$ cat src/rtl/csa_acc_pipe.sv
// Two-stage carry-save compressor: stage 1 reduces the operands and carry-in to a sum/carry pair,
// stage 2 either emits that pair or folds it into a carry-save accumulator via a 4:2 merge.
module csa_acc_pipe #(
    parameter int WIDTH     = 32,
    parameter int NUM_OPS   = 4,
    parameter int ACC_WIDTH = 40,
    parameter int SIGNED    = 0
) (
    input  logic                       clk,
    input  logic                       rst_n,
    input  logic                       in_valid,
    output logic                       in_ready,
    input  logic [NUM_OPS*WIDTH-1:0]   in_ops,
    input  logic                       in_ci,
    input  logic                       in_acc,
    input  logic                       in_last,
    output logic                       out_valid,
    input  logic                       out_ready,
    output logic [ACC_WIDTH-1:0]       out_sum,
    output logic [ACC_WIDTH-1:0]       out_carry,
    output logic [ACC_WIDTH-1:0]       out_res,
    output logic                       acc_pending
);

    function automatic logic [ACC_WIDTH-1:0] extend(input logic [WIDTH-1:0] op);
        logic fill;
        fill = (SIGNED != 0) ? op[WIDTH-1] : 1'b0;
        return {{(ACC_WIDTH-WIDTH){fill}}, op};
    endfunction

    function automatic logic [ACC_WIDTH-1:0] csa_sum(input logic [ACC_WIDTH-1:0] a,
                                                     input logic [ACC_WIDTH-1:0] b,
                                                     input logic [ACC_WIDTH-1:0] c);
        return a ^ b ^ c;
    endfunction

    // Majority shifted up one place; the carry out of the top bit is dropped (mod 2^ACC_WIDTH).
    function automatic logic [ACC_WIDTH-1:0] csa_carry(input logic [ACC_WIDTH-1:0] a,
                                                       input logic [ACC_WIDTH-1:0] b,
                                                       input logic [ACC_WIDTH-1:0] c);
        logic [ACC_WIDTH-1:0] maj;
        maj = (a & b) | (a & c) | (b & c);
        return {maj[ACC_WIDTH-2:0], 1'b0};
    endfunction

    logic                 s1_valid_q, s1_valid_d;
    logic [ACC_WIDTH-1:0] s1_sum_q, s1_sum_d;
    logic [ACC_WIDTH-1:0] s1_carry_q, s1_carry_d;
    logic                 s1_acc_q, s1_acc_d;
    logic                 s1_last_q, s1_last_d;
    logic                 out_valid_q, out_valid_d;
    logic [ACC_WIDTH-1:0] out_sum_q, out_sum_d;
    logic [ACC_WIDTH-1:0] out_carry_q, out_carry_d;
    logic [ACC_WIDTH-1:0] out_res_q, out_res_d;
    logic [ACC_WIDTH-1:0] acc_s_q, acc_s_d;
    logic [ACC_WIDTH-1:0] acc_c_q, acc_c_d;
    logic                 acc_pending_q, acc_pending_d;

    logic                 s2_take;
    logic                 accept;
    logic                 emit;
    logic [ACC_WIDTH-1:0] ops_ext [NUM_OPS+1];
    logic [ACC_WIDTH-1:0] red_sum, red_carry, red_tmp;
    logic [ACC_WIDTH-1:0] m1_s, m1_c, m2_s, m2_c;
    logic [ACC_WIDTH-1:0] emit_sum, emit_carry;

    assign s2_take  = s1_valid_q && !(out_valid_q && !out_ready);
    assign in_ready = !s1_valid_q || s2_take;
    assign accept   = in_valid && in_ready;
    assign emit     = s2_take && (!s1_acc_q || s1_last_q);

    // Extend operands; carry-in rides as the final addend of the 3:2 chain.
    always_comb begin
        for (int k = 0; k < NUM_OPS; k++) begin
            ops_ext[k] = extend(in_ops[k*WIDTH +: WIDTH]);
        end
        ops_ext[NUM_OPS] = {{(ACC_WIDTH-1){1'b0}}, in_ci};
    end

    // Linear 3:2 reduction chain of all operands plus carry-in.
    always_comb begin
        red_sum   = ops_ext[0];
        red_carry = ops_ext[1];
        red_tmp   = '0;
        for (int k = 2; k <= NUM_OPS; k++) begin
            red_tmp   = csa_sum(red_sum, red_carry, ops_ext[k]);
            red_carry = csa_carry(red_sum, red_carry, ops_ext[k]);
            red_sum   = red_tmp;
        end
    end

    // Stage-1 register next state.
    always_comb begin
        s1_valid_d = s1_valid_q;
        s1_sum_d   = s1_sum_q;
        s1_carry_d = s1_carry_q;
        s1_acc_d   = s1_acc_q;
        s1_last_d  = s1_last_q;
        if (accept) begin
            s1_valid_d = 1'b1;
            s1_sum_d   = red_sum;
            s1_carry_d = red_carry;
            s1_acc_d   = in_acc;
            s1_last_d  = in_last;
        end else if (s2_take) begin
            s1_valid_d = 1'b0;
        end else begin
            s1_valid_d = s1_valid_q;
        end
    end

    // 4:2 merge of the accumulator pair with the stage-1 pair.
    always_comb begin
        m1_s = csa_sum(acc_s_q, acc_c_q, s1_sum_q);
        m1_c = csa_carry(acc_s_q, acc_c_q, s1_sum_q);
        m2_s = csa_sum(m1_s, m1_c, s1_carry_q);
        m2_c = csa_carry(m1_s, m1_c, s1_carry_q);
        if (s1_acc_q) begin
            emit_sum   = m2_s;
            emit_carry = m2_c;
        end else begin
            emit_sum   = s1_sum_q;
            emit_carry = s1_carry_q;
        end
    end

    // Stage-2 output and accumulator next state.
    always_comb begin
        out_valid_d   = out_valid_q;
        out_sum_d     = out_sum_q;
        out_carry_d   = out_carry_q;
        out_res_d     = out_res_q;
        acc_s_d       = acc_s_q;
        acc_c_d       = acc_c_q;
        acc_pending_d = acc_pending_q;
        if (emit) begin
            out_valid_d = 1'b1;
            out_sum_d   = emit_sum;
            out_carry_d = emit_carry;
            out_res_d   = emit_sum + emit_carry;
        end else if (out_ready) begin
            out_valid_d = 1'b0;
        end else begin
            out_valid_d = out_valid_q;
        end
        if (s2_take && s1_acc_q) begin
            if (s1_last_q) begin
                acc_s_d       = '0;
                acc_c_d       = '0;
                acc_pending_d = 1'b0;
            end else begin
                acc_s_d       = m2_s;
                acc_c_d       = m2_c;
                acc_pending_d = 1'b1;
            end
        end else begin
            acc_pending_d = acc_pending_q;
        end
    end

    // All pipeline state; synchronous active-low reset wins over everything.
    always_ff @(posedge clk) begin
        if (!rst_n) begin
            s1_valid_q    <= 1'b0;
            s1_sum_q      <= '0;
            s1_carry_q    <= '0;
            s1_acc_q      <= 1'b0;
            s1_last_q     <= 1'b0;
            out_valid_q   <= 1'b0;
            out_sum_q     <= '0;
            out_carry_q   <= '0;
            out_res_q     <= '0;
            acc_s_q       <= '0;
            acc_c_q       <= '0;
            acc_pending_q <= 1'b0;
        end else begin
            s1_valid_q    <= s1_valid_d;
            s1_sum_q      <= s1_sum_d;
            s1_carry_q    <= s1_carry_d;
            s1_acc_q      <= s1_acc_d;
            s1_last_q     <= s1_last_d;
            out_valid_q   <= out_valid_d;
            out_sum_q     <= out_sum_d;
            out_carry_q   <= out_carry_d;
            out_res_q     <= out_res_d;
            acc_s_q       <= acc_s_d;
            acc_c_q       <= acc_c_d;
            acc_pending_q <= acc_pending_d;
        end
    end

    assign out_valid   = out_valid_q;
    assign out_sum     = out_sum_q;
    assign out_carry   = out_carry_q;
    assign out_res     = out_res_q;
    assign acc_pending = acc_pending_q;

endmodule

$ cat config.mk
export PLATFORM = sky130hd
export DESIGN_NAME = csa_acc_pipe
export DESIGN_NICKNAME = d
export VERILOG_FILES = /design/src/rtl/csa_acc_pipe.sv
export SDC_FILE = /design/constraint.sdc
export NUM_CORES = 1
export LEC_CHECK = 0
export BUFFER_PORTS_ARGS = -buffer_cell sky130_fd_sc_hd__buf_4
export CAP_MARGIN = 20
export CORE_ASPECT_RATIO = 1.75
export CORE_MARGIN = 8
export CORE_UTILIZATION = 40
export CTS_CLUSTER_DIAMETER = 100
export DETAILED_ROUTE_END_ITERATION = 16
export HOLD_SLACK_MARGIN = 0.12
export PLACE_DENSITY = 0.67
export SETUP_SLACK_MARGIN = 0.1
export SYNTH_ARGS = -nofsm -noshare
export SYNTH_HDL_FRONTEND = slang
export SYNTH_SLANG_ARGS = --single-unit
$ cat constraint.sdc
create_clock -name clk -period 6.4 [get_ports clk]
set_input_delay 0.64 -clock clk [delete_from_list [all_inputs] [get_ports clk]]
set_output_delay 0.64 -clock clk [all_outputs]
set_load 0.05 [all_outputs]
# Yosys cells after proc, flatten, opt, wreduce, memory -nomap -nowiden
# Cells that the tools add are included.
# totals
reg_bits	273
input_bits	135
# classes
bitwise	35
reduce_logical	13
addsub	1
n_mux	9
# op_table
op	n
$mux 40	4
$or 39x39->39	4
$and 32x32->32	4
$xor 40x40->40	2
$and 39x34->39	2
$and 39x35->39	2
$and 39x39->39	2
$or 32x32->32	2
$xor 32x32->32	2
$add 40x40->40	1
$xor 40x34->40	1
$xor 40x35->40	1
$and 33x34->34	1
$and 34x1->34	1
$or 34x33->34	1
$or 34x34->34	1
$xor 33x34->34	1
$xor 34x1->34	1
$and 32x33->33	1
$and 33x1->33	1
$and 33x32->33	1
$or 33x32->33	1
$or 33x33->33	1
$xor 32x33->33	1
other kinds (6)	19

# Longest topological paths before layout
# depth
word_depth	9
ltp_mapped	15
ltp_nobuf	15

# Worst setup path after synthesis
# No wires, ideal clock.
# synth_timing
kind	register -> register
startpoint	register s1_sum_q[2]
endpoint	register out_res_q[39] (netlist: out_res[39])
arrival_time_ps	3687
slack_ps	2634
synth_period_minus_slack_ps	3766
path_buffers	0
stages_incl_launch_ff	15
cell_sequence	dfxtp_1 > fa_1 > inv_1 > fa_1 > nand2_1 > o21ai_0 > fa_1 > and2b_2 > o2111ai_2 > a2111oi_4 > o21ai_2 > a21oi_4 > o211ai_2 > a2111o_1 > o211ai_1
# synth_between
elab_chain_cells	8
word_cells_on_any_way	15
classes_between	1 x add/sub; 2 x mux; 12 x bitwise
# synth_lines
item	line	rtl
from (decl)	47	logic [ACC_WIDTH-1:0] s1_sum_q, s1_sum_d;
from (signal assigned)	178	s1_sum_q <= s1_sum_d;
$and 39x34->39	42	maj = (a & b) | (a & c) | (b & c);
$or 39x39->39 (2 in a row)	42	
$and 39x39->39	42	
$or 39x39->39 (2 in a row)	42	
$mux 40	118	if (s1_acc_q) begin
$add 40x40->40 *	140	out_res_d = emit_sum + emit_carry;
to (signal assigned)	185	out_res_q <= out_res_d;
to (decl)	54	logic [ACC_WIDTH-1:0] out_res_q, out_res_d;
# Mark *: on every way between the ends. The rest lies on a longest branch, timed or not.
# A chain may end at the register's enable or synchronous reset.

# Worst setup path after layout
# layout_timing
startpoint	register s1_sum_q[2]
endpoint	register out_res_q[37] (netlist: out_res[37])
# The elaborated chain is that of the path after synthesis.

==> summary.md <==
| Metric | Value |
|---|---|
| PwrDens | `243.3 nW/µm²` |
| Seq pwr share | `39.9%` |
| Register area share after synthesis | `33.77%` |
| Worst r2r dst | `out_res[37]$_SDFFE_PN0P_` |
| Vias in the first global route | `13350` |
| Starting Density | `40.42%` |
| Clk sinks | `267` |
| Clk slew on worst S/H paths | `60 ps` |
| Yosys reg bits | `267` |
| Row count | `96` |
| Setup total negative slack | `0 ps` |
| Clock Skew | `14.12 ps` |
| Postcts setup bufs | `0` |
| Critical-path top delay cell | `a2111oi_4` |
| Top cell family by delay on the critical path | `compound AO/OA/AOI/OAI gates` |
| LEAKAGE | `7.928 nW` |
| Psw | `1.448 mW` |
| IO Count | `258` |
| Tot GR Track Use | `18.87%` |
| Reg2Reg Depth | `14` |
| Main synth FF type | `dfxtp_1` |
| Root buffer cell | `clkbuf_16` |
| Peak VDD IR | `0.1686 mV` |
| Final hold vios | `0` |
| Met1 Usage GRT | `22.08%` |
| Final #Nets | `2304` |
| Die Span X | `166.4 µm` |
| Sw frac | `31.46%` |
| Critical Path RT | `6870 ps` |
| Post-synth EDFFs | `0` |
| Detailed Route Iter0 Violations | `726` |
| Worst Hold Path EP | `s1_acc_q$_SDFFE_PN0P_` |
| P_int | `3.154 mW` |
| Slowest stage delay, CP | `550 ps` |
| Grt total ovfl | `0` |
| Share of cells above drive strength 1 | `19.49%` |
| Diodes inserted | `0` |
| DPL Wire Length | `34430 µm` |
| Fill count | `3775` |
| Clock Latency Late Sink | `550 ps` |
| Area Overhead vs Synth | `19.48%` |
| Slew @ Worst Pin | `1084 ps` |
| Syn Inst Count | `1783` |
| Top-area cell type share of the netlist area | `33.77%` |
| Tcrit/Tclk final | `65.21%` |
| Top cells by area, synth | `dfxtp_1, fa_1, a21oi_1` |
| DRC violations left | `0` |
| Largest area contributor in the netlist | `dfxtp_1` |
| FFs w/ async S/R, synth | `0%` |
| RSZ-0062 raised after global routing | `no` |
| Met3 Use GR | `2.701%` |
| Hold path depth | `3` |
| Crit-path cells | `fa_1 -> inv_1 -> fa_1 -> nand2_1 -> o21ai_0 -> fa_1 -> and2b_2 -> o2111ai_2 -> a2111oi_4 -> o21ai_2 -> a21bo_4 -> a211oi_2 -> nor3_1 -> o31ai_2` |
| Worst Setup End Kind | `flop` |
| Post-CTS Resized | `0` |
| Synth cell count leaders | `nand2_1, a21oi_1, dfxtp_1, nor2_1, fa_1` |
| Fin. max-slew vios | `0` |
| Total power | `4.602 mW` |
| Gate power share | `24.6%` |
| Worst Setup Start Kind | `flop` |
| Largest net degree at the start of global routing | `160` |
| Finished Core Util | `48.29%` |
| I/O Buffers | `256` |
| M2 GR Usage | `33.89%` |
| Crit path max fanout | `4` |
| Avg Inst Size Synth | `8.877 µm²` |
| Crit path buf inv count | `1` |
| Reported max-cap violation count | `0` |
| Max-slew headroom | `27.75%` |
| Synthesis Warnings | `0` |
| H-tree levels | `1` |
| Antenna Nets Post-Route | `0` |
| First-pass GRT wire length | `71900 µm` |
| Worst Hold Class | `in2reg` |
| GP Congestion | `0.8891` |
| Core area | `39160 µm²` |
| Mapped cell area | `15830 µm²` |
| Via count | `13180` |
| Die H | `279.1 µm` |
| DIE AREA | `46440 µm²` |
| WL final | `45170 µm` |
| Min cycle time layout | `4173 ps` |
| CTS tree | `yes` |
| Worst r2r src | `s1_sum_q[2]$_SDFFE_PN0P_` |
| Unique masters post-synth | `73` |
| Clk pwr share | `35.5%` |
| FMAX | `239.6 MHz` |
| Initial antenna violation count | `0` |
| Most frequent cell after synthesis | `nand2_1` |
| First-pass DRT Iterations | `5` |
| Top Usage Layer GRT | `met2` |
| Post-Syn Nets | `2131` |
| HP Start | `in_acc` |
| Finish-stage setup viols | `0` |
| Reg2reg setup slack | `2230 ps` |
| CTS Buf Count | `26` |
| Outcome | `complete, no violations` |
| CTS max path bufs | `3` |
| CP Class | `reg2reg` |
| Critical Path Most Common Cell | `fa_1` |
| Vias per inst | `5.347` |
| Hold_buf cts | `0` |
| Arrival time at the worst endpoint | `4640 ps` |
| Drt wl/cell | `18.32 µm` |
## flip-flops by register name (all words and copies together) (netlist names)
register     flops
s1_valid_q       1
out_carry       39
acc_s_q         40
out_valid        1
s1_last_q        1
s1_carry_q      33
s1_sum_q        33
out_sum         40
acc_c_q         38
s1_acc_q         1
out_res         39
acc_pending      1
## power by group through the flow
stage	Sequential, mW	Combinational (mW)	Clock, mW
floorplan	1.95	0.665	0
CTS	1.84	1.14	1.67
finish	1.84	1.13	1.63
global route	1.85	1.26	1.74
detailed placement	1.88	1.13	0
global placement	1.87	1.11	0
## cell type report
class	count	area (µm²)	share of cell area, %
flip-flops and latches	267	5350	28.29
multi-input cells	1355	9889	52.30
clock buffers	36	769.5	4.069
inverters	40	157.7	0.8337
well taps	490	613.1	3.242
repair buffers	266	1997	10.56
clock inverters	11	133.9	0.7080
## metrics by stage
step,hold WS [ps],instance area (µm²),std cells,worst slack [ps]
finish,347.2,18910,2465,2227
global route,343.3,18910,2465,1997
detailed placement,447.7,18010,2418,2269
CTS,324.3,18910,2465,2251
global placement,441.8,18010,2418,2344
floorplan,436.3,15830,1783,2634
## how the worst max path moves through the flow
stage / from / end / slack (ps) / cells after the start
after floorplan: s1_sum_q[2]$_SDFFE_PN0P_ / out_res[39]$_SDFFE_PN0P_ / 2630 / 14
after global placement: s1_sum_q[2]$_SDFFE_PN0P_ / out_res[37]$_SDFFE_PN0P_ / 2340 / 14
after detailed placement: s1_sum_q[2]$_SDFFE_PN0P_ / out_res[37]$_SDFFE_PN0P_ / 2270 / 14
after CTS: s1_sum_q[2]$_SDFFE_PN0P_ / out_res[37]$_SDFFE_PN0P_ / 2250 / 14
after global routing: s1_acc_q$_SDFFE_PN0P_ / out_res[38]$_SDFFE_PN0P_ / 2000 / 11
final: s1_sum_q[2]$_SDFFE_PN0P_ / out_res[37]$_SDFFE_PN0P_ / 2230 / 14
## cell usage in the layout, fill, tap and decap left out, types with 6 or more instances in the layout
cell / synthesis / final
nand2_1: 319 / 317
a21oi_1: 282 / 282
buf_4: 2 / 266
dfxtp_1: 267 / 265
nor2_1: 137 / 137
fa_1: 128 / 128
ha_1: 85 / 85
nor3b_1: 67 / 67
mux2_2: 50 / 50
inv_1: 40 / 39
nand3_1: 39 / 39
clkbuf_16: 0 / 27
nor3_1: 25 / 25
o21ai_0: 25 / 24
a21o_1: 22 / 22
and2_1: 20 / 19
mux2i_1: 14 / 14
nand4_1: 10 / 10
a31oi_1: 9 / 9
xnor2_1: 8 / 8
xor2_1: 8 / 8
or3_1: 7 / 7
clkinv_2: 0 / 7
and3_1: 6 / 6
o21bai_1: 6 / 6
o21a_1: 7 / 6
clkbuf_8: 0 / 6
## metal layers
layer	up-vias	share of wire, %
met3	87	4.5
met2	346	50
met4	0	3.9
met5	-	0
met1	6309	41
li1	6438	-
## logic make-up (layout without fill, tap and decap cells)
| group | Yosys count | count (layout) | share of synthesized area (%) |
|---|---|---|---|
| multiplexers | 64 | 64 | 4.443 |
| AO/OA/AOI/OAI | 406 | 406 | 15.06 |
| buffers and inverters | 161 | 353 | 3.937 |
| XOR/XNOR | 16 | 16 | 0.8854 |
| adder cells (fa/ha/maj) | 213 | 213 | 22.91 |
| flip-flops | 267 | 267 | 33.77 |
| other | 1 | 1 | 0.02369 |
| AND/OR/NAND/NOR | 655 | 655 | 18.97 |
## worst min-delay path, stage by stage
cell and delay, ps:
buf_4 110, nand2_1 50, a21oi_1 50
Note: power is estimated with default switching activity, not from simulation.
